File: src/rtl/bp_fe_lce_cmd_handler.sv
// bp_fe_lce_cmd_handler: applies CCE commands to the I-cache tag/data memories and
//   returns sync/invalidate acks.
//   cmd_*        inbound CCE command (valid/yumi handshake)
//   mem_*        arbitrated tag/data write port (held until mem_gnt_i)
//   *_received_o one-cycle completion strobes for the LCE request FSM
//   lce_resp_*   sync_ack / inv_ack response channel
//   synced_o, error_o, coherence_blocked_o status
module bp_fe_lce_cmd_handler #(
   parameter int paddr_width_p     = 40,
   parameter int lce_assoc_p       = 8,
   parameter int lce_sets_p        = 64,
   parameter int cce_block_width_p = 512,
   parameter int num_cce_p         = 1
) (
   input  logic                                                 clk_i,
   input  logic                                                 reset_n_i,
   input  logic                                                 cmd_v_i,
   output logic                                                 cmd_yumi_o,
   input  logic [2:0]                                           cmd_type_i,
   input  logic [paddr_width_p-1:0]                             cmd_addr_i,
   input  logic [$clog2(lce_assoc_p)-1:0]                       cmd_way_i,
   input  logic [1:0]                                           cmd_state_i,
   input  logic [cce_block_width_p-1:0]                         cmd_data_i,
   output logic                                                 mem_v_o,
   input  logic                                                 mem_gnt_i,
   output logic                                                 mem_tag_w_o,
   output logic [$clog2(lce_sets_p)-1:0]                        mem_index_o,
   output logic [$clog2(lce_assoc_p)-1:0]                       mem_way_o,
   output logic [paddr_width_p-6-$clog2(lce_sets_p)-1:0]        mem_tag_o,
   output logic [1:0]                                           mem_state_o,
   output logic [cce_block_width_p-1:0]                         mem_data_o,
   output logic [63:0]                                          uc_data_o,
   output logic                                                 cce_data_received_o,
   output logic                                                 set_tag_received_o,
   output logic                                                 set_tag_wakeup_received_o,
   output logic                                                 uncached_data_received_o,
   output logic                                                 coherence_blocked_o,
   output logic                                                 lce_resp_v_o,
   output logic                                                 lce_resp_type_o,
   output logic [paddr_width_p-1:0]                             lce_resp_addr_o,
   input  logic                                                 lce_resp_yumi_i,
   output logic                                                 synced_o,
   output logic                                                 error_o
);
   localparam int iw = $clog2(lce_sets_p);
   localparam int ww = $clog2(lce_assoc_p);
   localparam int cw = $clog2(num_cce_p + 1);
   localparam logic [cw-1:0] sync_max = cw'(num_cce_p);
   localparam logic [2:0] c_sync = 3'd0, c_inv = 3'd1, c_st = 3'd2, c_stw = 3'd3, c_data = 3'd4, c_uc = 3'd5;
   typedef enum logic [1:0] {e_ready, e_mem_wait, e_send_resp} state_e;
   state_e                       state;
   logic [2:0]                   type_r;
   logic [paddr_width_p-1:0]     addr_r;
   logic [ww-1:0]                way_r;
   logic [1:0]                   st_r;
   logic [cce_block_width_p-1:0] data_r;
   logic                         uc_r, err_r;
   logic [cw-1:0]                cnt;
   logic                         grant;
   always_ff @(posedge clk_i or negedge reset_n_i) begin
      if (!reset_n_i) begin
         state  <= e_ready;
         type_r <= '0;
         addr_r <= '0;
         way_r  <= '0;
         st_r   <= '0;
         data_r <= '0;
         uc_r   <= 1'b0;
         err_r  <= 1'b0;
         cnt    <= '0;
      end else begin
         uc_r <= 1'b0;
         case (state)
            e_ready:
               if (cmd_v_i) begin
                  type_r <= cmd_type_i;
                  addr_r <= cmd_addr_i;
                  way_r  <= cmd_way_i;
                  st_r   <= cmd_state_i;
                  data_r <= cmd_data_i;
                  uc_r   <= cmd_type_i == c_uc;
                  err_r  <= err_r | (cmd_type_i > c_uc);
                  state  <= cmd_type_i == c_sync ? e_send_resp
                          : cmd_type_i >= c_uc   ? e_ready : e_mem_wait;
               end
            e_mem_wait:
               if (mem_gnt_i) state <= type_r == c_inv ? e_send_resp : e_ready;
            e_send_resp:
               if (lce_resp_yumi_i) begin
                  if (type_r == c_sync && cnt != sync_max) cnt <= cnt + 1'b1;
                  state <= e_ready;
               end
            default: state <= e_ready;
         endcase
      end
   end
   assign cmd_yumi_o                = cmd_v_i & (state == e_ready);
   assign mem_v_o                   = state == e_mem_wait;
   assign grant                     = mem_v_o & mem_gnt_i;
   assign coherence_blocked_o       = mem_v_o & ~mem_gnt_i;
   assign mem_tag_w_o               = mem_v_o & (type_r != c_data);
   assign mem_index_o               = addr_r[6 +: iw];
   assign mem_tag_o                 = addr_r[paddr_width_p-1:6+iw];
   assign mem_way_o                 = way_r;
   assign mem_state_o               = type_r == c_inv ? 2'b00 : st_r;
   assign mem_data_o                = data_r;
   assign uc_data_o                 = data_r[63:0];
   assign cce_data_received_o       = grant & (type_r == c_data);
   assign set_tag_received_o        = grant & (type_r == c_st);
   assign set_tag_wakeup_received_o = grant & (type_r == c_stw);
   assign uncached_data_received_o  = uc_r;
   assign lce_resp_v_o              = state == e_send_resp;
   assign lce_resp_type_o           = type_r == c_inv;
   assign lce_resp_addr_o           = addr_r;
   assign synced_o                  = cnt == sync_max;
   assign error_o                   = err_r;
endmodule

File: config.mk
export PLATFORM = sky130hd
export DESIGN_NAME = bp_fe_lce_cmd_handler
export DESIGN_NICKNAME = d
export VERILOG_FILES = /design/src/rtl/bp_fe_lce_cmd_handler.sv
export SDC_FILE = /design/constraint.sdc
export NUM_CORES = 1
export LEC_CHECK = 0
export ABC_CLOCK_PERIOD_IN_PS = 1600
export CORE_AREA = 5 5 473 475
export CTS_CLUSTER_SIZE = 10
export DETAILED_ROUTE_END_ITERATION = 10
export DIE_AREA = 0 0 478 480
export SETUP_SLACK_MARGIN = 0.5
export SYNTH_ARGS = -nofsm -noshare
export SYNTH_HDL_FRONTEND = slang
export SYNTH_SLANG_ARGS = --single-unit
File: constraint.sdc
create_clock -name clk_i -period 1.6 [get_ports clk_i]
set_input_delay 0.16 -clock clk_i [delete_from_list [all_inputs] [get_ports clk_i]]
set_output_delay 0.16 -clock clk_i [all_outputs]
set_load 0.1 [all_outputs]
==> results of run 1 <==
==> synthesized netlist by cell type <==
master,number,area share [%]
nor2_1,2,0.034
buf_12,1,0.091
or3b_4,1,0.051
buf_4,111,3.8
inv_1,2,0.034
and4_1,1,0.040
nor3b_1,2,0.068
nand2b_1,1,0.028
inv_2,1,0.017
and3_1,1,0.028
nor3_1,1,0.023
o21a_1,1,0.034
mux2_2,494,25
a221o_1,1,0.045
buf_6,48,2.5
a21oi_1,1,0.023
a41o_1,1,0.045
dfrtp_1,565,64
and3b_1,1,0.040
nor2b_1,3,0.085
a31o_2,1,0.040
and4b_1,2,0.091
mux2_1,66,3.4
o32ai_1,1,0.040
==> worst min path at each step <==
stage	startpoint	end	slack, ps
6_report	cmd_data_i[364]	mem_data_o[364]$_DFFE_PN0P_	100
4_1_cts	cmd_data_i[94]	mem_data_o[94]$_DFFE_PN0P_	0.08
3_5_place_dp	reset_n_i	mem_data_o[310]$_DFFE_PN0P_	180
5_1_grt	cmd_data_i[332]	mem_data_o[332]$_DFFE_PN0P_	30
2_1_floorplan	reset_n_i	error_o$_DFFE_PN0P_	-140
3_3_place_gp	reset_n_i	mem_data_o[310]$_DFFE_PN0P_	180
==> flip-flops by register name, indices dropped and copies added, names as in the netlist <==
register and count:
st_r 2, mem_way_o 3, synced_o 1, state 2, type_r 3, mem_data_o 512, error_o 1, lce_resp_addr_o 40
uncached_data_received_o 1
==> layer usage <==
layer  up-vias  GRT usage, %
li1       7723             -
met1      9093          15.2
met2      1060          22.6
met3       255          9.19
met4         4          4.21
met5         -             0
==> final cells by class <==
class / instances / area [sq um]
Fill cell: 22400 / 166000
Sequential cell: 565 / 14500
Clock buffer: 119 / 2290
Timing Repair Buffer: 1686 / 23800
Clock inverter: 21 / 340
Multi-Input combinational cell: 581 / 8640
Antenna cell: 17 / 42.5
Tap cell: 2871 / 3590
Inverter: 3 / 41.3
==> through the flow <==
step | hold slack, ps | utilization, % | area [sq um] | power, W | instances
3_3_place_gp | 177 | 21.5 | 47000 | 0.105 | 5364
5_1_grt | 34.7 | 24.3 | 53300 | 0.127 | 5860
4_1_cts | 0.0780 | 24.3 | 53200 | 0.125 | 5845
3_5_place_dp | 177 | 21.5 | 47000 | 0.105 | 5364
2_1_floorplan | -136 | - | 25400 | 0.0718 | 1309
6_report | 96.3 | 24.3 | 53300 | 0.123 | 5863
==> power breakdown <==
group | internal (W) | switching, W
Combinational | 0.0291 | 0.0500
Sequential | 0.0193 | 0.00674
Clock | 0.0106 | 0.00730
Total | 0.0589 | 0.0641
==> cells by family (layout without fill, tap and decap cells) <==
group | count (synthesis) | in the layout | synth area share [%]
compound gates | 6 | 6 | 0.227
buf+inv | 163 | 1829 | 6.38
flops | 565 | 565 | 64.2
mux | 560 | 560 | 28.7
other cells | 0 | 17 | 0
simple gates | 15 | 15 | 0.489
==> what timing repair did <==
| item | in CTS | in global routing |
|---|---|---|
| endpoints found under the hold margin | 870 | 0 |
| endpoints found under the setup margin | 1231 | 1241 |
| resized for setup | 17 | 6 |
| cloned | 2 | 0 |
| buffers inserted | 9 | 1 |
| hold buffers | 330 | 0 |
| pin swaps | 5 | 2 |
==> metrics.md, run 1 <==
| Metric | Value |
|---|---|
| Status | complete, but fails checks |
| Violated checks | negative setup slack |
| CTS tree | done |
| Post-detail-place hpwl | around 140000 um |
| M1 wire length | approximately 62000 um |
| Reg2reg setup slack | -660 ps |
| Max clock buf depth | 3 |
| Vias | 18100 |
| Clk sinks | between 500 and 600 |
| Drt initial violations | approximately 720 |
| Via-to-Cell Ratio | just over 3 |
| Routed len/inst | around 28 um |
| CP Max Fanout | 20 |
| Commonest non-fill, non-tap cell in the layout | buf_12 |
| Critical Path, Cell by Cell | buf_12, or3b_4, clkinv_16, buf_12, buf_16, buf_16, mux2_4 |
| Most frequent cells in the layout | buf_12, clkdlybuf4s50_1, mux2_4, dfrtp_1, dlygate4sd3_1 |
| Post-DRT Antenna Nets | 0 |
| Post-layout min period | 2260 ps |
| Post-Place Worst Slack | -661 ps |
| Levels on crit path | 7 |
| Synth warnings | 0 |
| Core area | around 220000 sq um |
| Final Routed Wirelength | ~170000 um |
| Power Density | about 2300 nW/um^2 |
| Min-delay worst type | input pin to flop |
| Max Slew Vio Count | 0 |
| DRC violations left | 0 |
| Tightest Pin Transition | 705 ps |
| Headroom to the max-slew limit | about 53% |
| Worst setup startpoint | state[1]$_DFFE_PN0P_ |
| Die ar. | approximately 230000 sq um |
| Worst vdd ir | around 0.0015 V |
| Top Layer Used | met5 |
| Final worst slack | -663 ps |
| Fmax | between 400 and 500 MHz |
| Clock Latency Late Sink | between 700 and 800 ps |
| #FFs+latches synth | 565 |
| Routed wl met2 | 76400 um |
| Share of post-route cells with drive strength above 1 | roughly 53% |
| Worst path max stage delay | around 470 ps |
| Fin Setup TNS | -323860 ps |
| Vias in the first global route | slightly above 20000 |
| Syn_area_per_cell | approximately 17 sq um |
| Cell area after synthesis | 22000 sq um |
| PortBufs | about 1200 |
| Reg-to-Reg End | mem_data_o[8]$_DFFE_PN0P_ |
| First-pass GRT wire length | between 200000 and 250000 um |
| Placer Congestion | 0.844 |
| CTS Buf Count | 77 |
| Worst Reg-to-Reg Cells | 7 |
| Io pins | about 1200 |
| CP max stage cell | or3b_4 |
| Required @ worst endpoint | about 2200 ps |
| Layout net count | around 3500 |
| Drt pass-1 iters | 5 |
| Starting density of the core | roughly a tenth |
| R2R Path Start | state[1]$_DFFE_PN0P_ |
| Max_cap viols | 0 |
| Leakage Power | around 23 nW |
| Final setup violating endpoints | ~600 |
| Hold path depth | 2 |
| Critical Path End | mem_data_o[8]$_DFFE_PN0P_ |
| Critical Path AT | roughly 2800 ps |
| Post-synth net total | 1874 |
| Clock skew | 52.5 ps |
| CP Capture Type | flop |
| CTS clk-pin slew, worst paths | ~60 ps |
| Count of different cell masters after synthesis | 24 |
| Chip height | between 400 and 500 um |
| Grt ovf | 0 |
| RSZ-0062 raised after global routing | true |
| CP startpoint kind | flop |
| Synth Instances | about 1300 |
| Crit path buf inv count | 5 |
| Root buffer cell | clkbuf_16 |
| Sequential fraction of the synthesis area | roughly 64% |
| Rows | roughly 170 |
| Top delay family on crit path | buffers and inverters |
| H-tree depth | 3 |
| Final Hold Viols | 0 |
| Synth-to-layout area growth | 142% |
| Period utilisation layout | 141% |
| Largest net degree at the start of global routing | 76 |
| GRT Total Usage | between 10% and 20% |
| Crit path kind | flop to flop |
| Initial antenna violation count | between 70 and 80 |
| Routed wl met3 | 24200 um |
| Die X | between 400 and 500 um |
Power figures use the tool's default switching activity.
==> run 2: changes to the inputs <==
- PLACE_DENSITY: not set -> 0.3
==> metrics.md, run 2 (synthesized netlist as in run 1, its figures left out) <==
| Metric | Value |
|---|---|
| Routed len/inst | 24.4 um (-14%) |
| P_sw | 0.0625 W (-2.5%) |
| Sw Ratio | 50.5% (-1.6 points) |
| Layout net count | 3443 (-1.0%) |
| Commonest non-fill, non-tap cell in the layout | buf_12 |
| Clock skew | 44.8 ps (-7.70 ps) |
| Share of post-route cells with drive strength above 1 | 56.6% (+3.3 points) |
| Most frequent cells in the layout | buf_12, clkdlybuf4s50_1, mux2_4, dfrtp_1, dlygate4sd3_1 |
| WHS Endpoint | mem_data_o[404]$_DFFE_PN0P_ |
| CTS tree | done |
| Required @ worst endpoint | 2170 ps (+20 ps) |
| Filler Cells Inserted | 22600 (+1.1%) |
| Root buffer cell | clkbuf_16 |
| Clock Power Share | 16.0% (+1.5 points) |
| Max_cap viols | 0 (unchanged) |
| Largest net degree at the start of global routing | 78 (+2.6%) |
| Hold path depth | 2 (unchanged) |
| Most Frequent Cell on Critical Path | buf_12 |
| Tightest Pin Transition | 728 ps (+22.6 ps) |
| Final Hold Viols | 0 (unchanged) |
| Core area | 219000 sq um (unchanged) |
| Max clock buf depth | 3 (unchanged) |
| CP Capture Type | flop |
| Leakage Power | 23.2 nW (+1.6%) |
| Die X | 478 um (unchanged) |
| Final worst slack | -569 ps (+94.7 ps) |
| Headroom to the max-slew limit | 51.3% (-1.5 points) |
| Worst path max stage delay | 480 ps (about the same) |
| Reg2reg setup slack | -570 ps (+90 ps) |
| HP Start | cmd_data_i[404] |
| Drt pass-1 iters | 4 (-1) |
| Worst Reg-to-Reg Cells | 11 (+4) |
| Reg area | 14500 sq um (unchanged) |
| Critical Path, Cell by Cell | or3b_4, clkinv_16, buf_12, buf_4, buf_6, buf_6, buf_12, buf_12, buf_12, buf_12, mux2_4 |
| Max Slew Vio Count | 0 (unchanged) |
| Min-delay worst type | input pin to flop |
| Post-Place Worst Slack | -610 ps (+51.2 ps) |
| Violated checks | negative setup slack |
| Synth-to-layout area growth | 145% |
| CTS Buf Count | 83 (+7.8%) |
| Drt initial violations | 507 (-30%) |
| Int Power | 0.0613 W (+4.0%) |
| Largest register FFs | 512 (unchanged) |
| H-tree depth | 3 (unchanged) |
| First-pass GRT wire length | 187000 um (-13%) |
| Rows | 172 (unchanged) |
| Initial antenna violation count | 54 (-32%) |
| Io pins | 1232 (unchanged) |
| Post-DRT Antenna Nets | 0 (unchanged) |
| Final Instance Area | 53900 sq um (+1.2%) |
| CTS clk-pin slew, worst paths | 60 ps (about the same) |
| Combinational share of power | 63.0% (-1.3 points) |
| Reg-to-Reg End | mem_data_o[422]$_DFFE_PN0P_ |
| Multi-input logic area | 8650 sq um (about the same) |
| Clk sinks | 565 (unchanged) |
| Worst vdd ir | 0.00101 V (-31%) |
| Starting density of the core | 10.1% (unchanged) |
| CP startpoint kind | flop |
| Die ar. | 229000 sq um (unchanged) |
| Critical Path AT | 2730 ps (-90 ps) |
| RSZ-0062 raised after global routing | true |
| Crit path buf inv count | 9 (+4) |
| DRC violations left | 0 (unchanged) |
| Crit path kind | flop to flop |
| Post-layout min period | 2170 ps (-94.7 ps) |
| PortBufs | 1231 (unchanged) |
| Top delay family on crit path | buffers and inverters |
| Period utilisation layout | 136% (-5.9 points) |
| Chip height | 480 um (unchanged) |
| Power Density | 2290 nW/um^2 (-0.57%) |
| Clock Latency Late Sink | 700 ps (-20 ps) |
| Final Total Pwr | 0.124 W (+0.62%) |
| Final setup violating endpoints | 577 (-1.2%) |
| Vias in the first global route | 19700 (-4.5%) |
| Via-to-Cell Ratio | 2.98 (-3.7%) |
| CP max stage cell | or3b_4 |
| R2R Path Start | state[0]$_DFFE_PN0P_ |
| CP Max Fanout | 6 (-70%) |
| Grt ovf | 0 (unchanged) |
| Final Routed Wirelength | 143000 um (-15%) |
| Fmax | 461 MHz (+4.4%) |
| Vias | 17400 (-4.1%) |
| Fin Setup TNS | -240590 ps (+83270 ps) |
| Post-detail-place hpwl | 114000 um (-21%) |
| Status | complete, but fails checks |
| Placer Congestion | 0.771 (-8.7%) |
| Dpl cell area | 47200 sq um (+0.29%) |
| Seq pwr share | 20.9% (-0.2 points) |
| GRT Total Usage | 11.8% (-2.2 points) |
-- run 2: per-layer routing --
layer / part of all wire (%) / routed length, um / track usage, % / up-vias
met4: 2.1 / 3060 / 2.74 / 42
li1: - / - / - / 7689
met5: 0.17 / 248 / 0 / -
met3: 11 / 16300 / 6.54 / 171
met1: 39 / 55900 / 13.5 / 8610
met2: 47 / 67100 / 19.4 / 883
-- run 2: final cells by class --
cell class | instances | share of cell area [%]
timing repair inverter | 1 | 0.0302
clock buffer | 127 | 4.70
clock inverter | 24 | 0.710
tap | 2871 | 6.66
inverter | 3 | 0.0766
timing repair buffer | 1643 | 44.8
antenna | 25 | 0.116
sequential | 565 | 26.9
multi-input combinational | 581 | 16.0
-- run 2: per-stage QoR --
step | utilization, % | cells | hold WS [ps]
finish | 24.6 | 5840 | 102
global route | 24.6 | 5829 | 10.4
CTS | 24.1 | 5762 | 0.282
detailed placement | 21.6 | 5367 | 125
global placement | 21.6 | 5367 | 134
floorplan | - | 1309 | -136
-- run 2: worst max path at each step --
stage | start | end | slack [ps] | depth (start not counted)
6_report | state[0]$_DFFE_PN0P_ | mem_data_o[422]$_DFFE_PN0P_ | -570 | 11
5_1_grt | state[0]$_DFFE_PN0P_ | cmd_yumi_o | -660 | 5
4_1_cts | state[0]$_DFFE_PN0P_ | cmd_yumi_o | -650 | 5
3_5_place_dp | cmd_v_i | mem_data_o[210]$_DFFE_PN0P_ | -610 | 6
3_3_place_gp | cmd_v_i | mem_data_o[209]$_DFFE_PN0P_ | -590 | 6
2_1_floorplan | type_r[2]$_DFFE_PN0P_ | mem_state_o[0] | -340 | 2
-- run 2: power groups by stage --
stage | Combinational (W) | Sequential, W | Clock, W
after floorplan | 0.0175 | 0.0543 | 0
after global placement | 0.0767 | 0.0263 | 0
after detailed placement | 0.0767 | 0.0262 | 0
after CTS | 0.0777 | 0.0261 | 0.0208
after global routing | 0.0797 | 0.0266 | 0.0212
final | 0.0780 | 0.0259 | 0.0198
-- run 2: timing repair --
action	4_1_cts	5_1_grt
cloned	2	26
endpoints found under the setup margin	1231	1236
setup buffers	17	27
pin swaps	6	2
hold buffers	225	0
gates resized for setup	29	84
endpoints found under the hold margin	788	0
==> run 3: changes to the inputs <==
- MAX_ROUTING_LAYER: not set -> met4
- SKIP_CTS_REPAIR_TIMING: not set -> 1
==> metrics.md, run 3 (synthesized netlist as in run 1, its figures left out) <==
| Metric | Value |
|---|---|
| Placer Congestion | 0.781 (+1.3%) |
| Post-layout min period | 2140 ps (-25.9 ps) |
| Post-detail-place hpwl | 114000 um (unchanged) |
| Worst vdd ir | 0.00101 V (-0.12%) |
| Clock Power Share | 16.2% (+0.2 points) |
| Power Density | 2380 nW/um^2 (+3.9%) |
| CP Capture Type | output port |
| Commonest non-fill, non-tap cell in the layout | buf_12 |
| Violated checks | negative setup slack |
| Largest net degree at the start of global routing | 78 (unchanged) |
| GRT Total Usage | 11.9% (+0.11 points) |
| Filler Cells Inserted | 22700 (+0.48%) |
| Headroom to the max-slew limit | 61.1% (+9.8 points) |
| Int Power | 0.0605 W (-1.3%) |
| CTS tree | done |
| R2R Path Start | state[0]$_DFFE_PN0P_ |
| Final Instance Area | 51400 sq um (-4.6%) |
| Fmax | 467 MHz (+1.2%) |
| Critical Path, Cell by Cell | or3b_4, clkinv_16, buf_12, buf_8, buf_12 |
| Final Routed Wirelength | 140000 um (-2.1%) |
| Crit path buf inv count | 4 (-5) |
| RSZ-0062 raised after global routing | true |
| Vias in the first global route | 18700 (-5.4%) |
| Period utilisation layout | 134% (-1.6 points) |
| Drt initial violations | 479 (-5.5%) |
| Fin Setup TNS | -198660 ps (+41930 ps) |
| Top delay family on crit path | simple AND/OR/NAND/NOR gates |
| Combinational share of power | 62.7% (-0.3 points) |
| Initial antenna violation count | 64 (+19%) |
| Post-DRT Antenna Nets | 0 (unchanged) |
| Final Hold Viols | 0 (unchanged) |
| Grt ovf | 0 (unchanged) |
| Via-to-Cell Ratio | 2.92 (-1.9%) |
| WHS Endpoint | mem_data_o[490]$_DFFE_PN0P_ |
| Max Slew Vio Count | 0 (unchanged) |
| Max_cap viols | 0 (unchanged) |
| Sw Ratio | 50.7% (+0.18 points) |
| Drt pass-1 iters | 4 (unchanged) |
| Leakage Power | 22.1 nW (-4.7%) |
| Die X | 478 um (unchanged) |
| H-tree depth | 3 (unchanged) |
| HP Start | cmd_data_i[490] |
| Hold path depth | 2 (unchanged) |
| Required @ worst endpoint | 1440 ps (-730 ps) |
| Share of post-route cells with drive strength above 1 | 60.5% (+3.8 points) |
| Rows | 172 (unchanged) |
| Most Frequent Cell on Critical Path | buf_12 |
| Clock skew | 49.1 ps (+4.32 ps) |
| CTS clk-pin slew, worst paths | 60 ps (about the same) |
| Tightest Pin Transition | 583 ps (-144 ps) |
| Final Total Pwr | 0.123 W (-0.91%) |
| Core area | 219000 sq um (unchanged) |
| CP max stage cell | or3b_4 |
| Clk sinks | 565 (unchanged) |
| Worst path max stage delay | 480 ps (about the same) |
| Critical Path AT | 1980 ps (-750 ps) |
| Root buffer cell | clkbuf_16 |
| Reg2reg setup slack | -500 ps (+70 ps) |
| Most frequent cells in the layout | buf_12, clkdlybuf4s50_1, mux2_4, dfrtp_1, dfrtp_4 |
| CP startpoint kind | flop |
| P_sw | 0.0621 W (-0.56%) |
| Max clock buf depth | 3 (unchanged) |
| Worst Reg-to-Reg Cells | 8 (-3) |
| Vias | 16500 (-5.1%) |
| Dpl cell area | 47200 sq um (unchanged) |
| Routed len/inst | 24.7 um (+1.2%) |
| Synth-to-layout area growth | 134% |
| Starting density of the core | 10.1% (unchanged) |
| Status | complete, but fails checks |
| CP Max Fanout | 4 (-2) |
| Largest register FFs | 512 (unchanged) |
| Final worst slack | -543 ps (+25.9 ps) |
| DRC violations left | 0 (unchanged) |
| Final setup violating endpoints | 578 (+0.17%) |
| Die ar. | 229000 sq um (unchanged) |
| Clock Latency Late Sink | 710 ps (about the same) |
| Io pins | 1232 (unchanged) |
| PortBufs | 1231 (unchanged) |
| Crit path kind | flop to output port |
| Min-delay worst type | input pin to flop |
| First-pass GRT wire length | 182000 um (-2.8%) |
| CTS Buf Count | 83 (unchanged) |
| Reg-to-Reg End | mem_data_o[168]$_DFFE_PN0P_ |
| Chip height | 480 um (unchanged) |
| Layout net count | 3223 (-6.4%) |
| Seq pwr share | 21.1% (+0.2 points) |
run 3: layout make-up:
cell class	instances	area, sq um	area share (%)
well taps	2871	3590	6.98
repair inverters	1	16.3	0.0316
repair buffers	1423	21600	41.9
inverters	3	41.3	0.0803
flip-flops and latches	565	14500	28.2
multi-input cells	581	8650	16.8
clock buffers	127	2530	4.93
diodes	58	145	0.282
clock inverters	24	383	0.744
run 3: power groups by stage:
stage,Sequential [W],Clock (W),Combinational [W]
floorplan,0.0543,0,0.0175
global placement,0.0263,0,0.0767
detailed placement,0.0262,0,0.0767
CTS,0.0261,0.0208,0.0768
global route,0.0266,0.0213,0.0786
finish,0.0259,0.0198,0.0769
run 3: metal layers:
metal,track usage (%),wire length [um],vias to the layer above
met1,13.0,55400,8188
met2,18.8,65500,893
met4,2.65,2800,0
met5,-,0,-
li1,-,-,7294
met3,6.92,16000,139
run 3: how the worst max path moves through the flow:
stage / end / start / slack, ps / cells after the start
after floorplan: mem_state_o[0] / type_r[2]$_DFFE_PN0P_ / -340 / 2
after global placement: mem_data_o[209]$_DFFE_PN0P_ / cmd_v_i / -590 / 6
after detailed placement: mem_data_o[210]$_DFFE_PN0P_ / cmd_v_i / -610 / 6
after CTS: cmd_yumi_o / state[1]$_DFFE_PN0P_ / -980 / 5
after global routing: cmd_yumi_o / state[0]$_DFFE_PN0P_ / -680 / 5
final: cmd_yumi_o / state[0]$_DFFE_PN0P_ / -540 / 5
run 3: through the flow:
stage	worst slack [ps]	cells	utilization, %	hold WS [ps]
final	-543	5653	23.5	58.5
after global routing	-681	5650	23.5	-1.63
after CTS	-978	5518	22.9	-697
after detailed placement	-610	5367	21.6	125
after global placement	-591	5367	21.6	134
after floorplan	-337	1309	-	-136
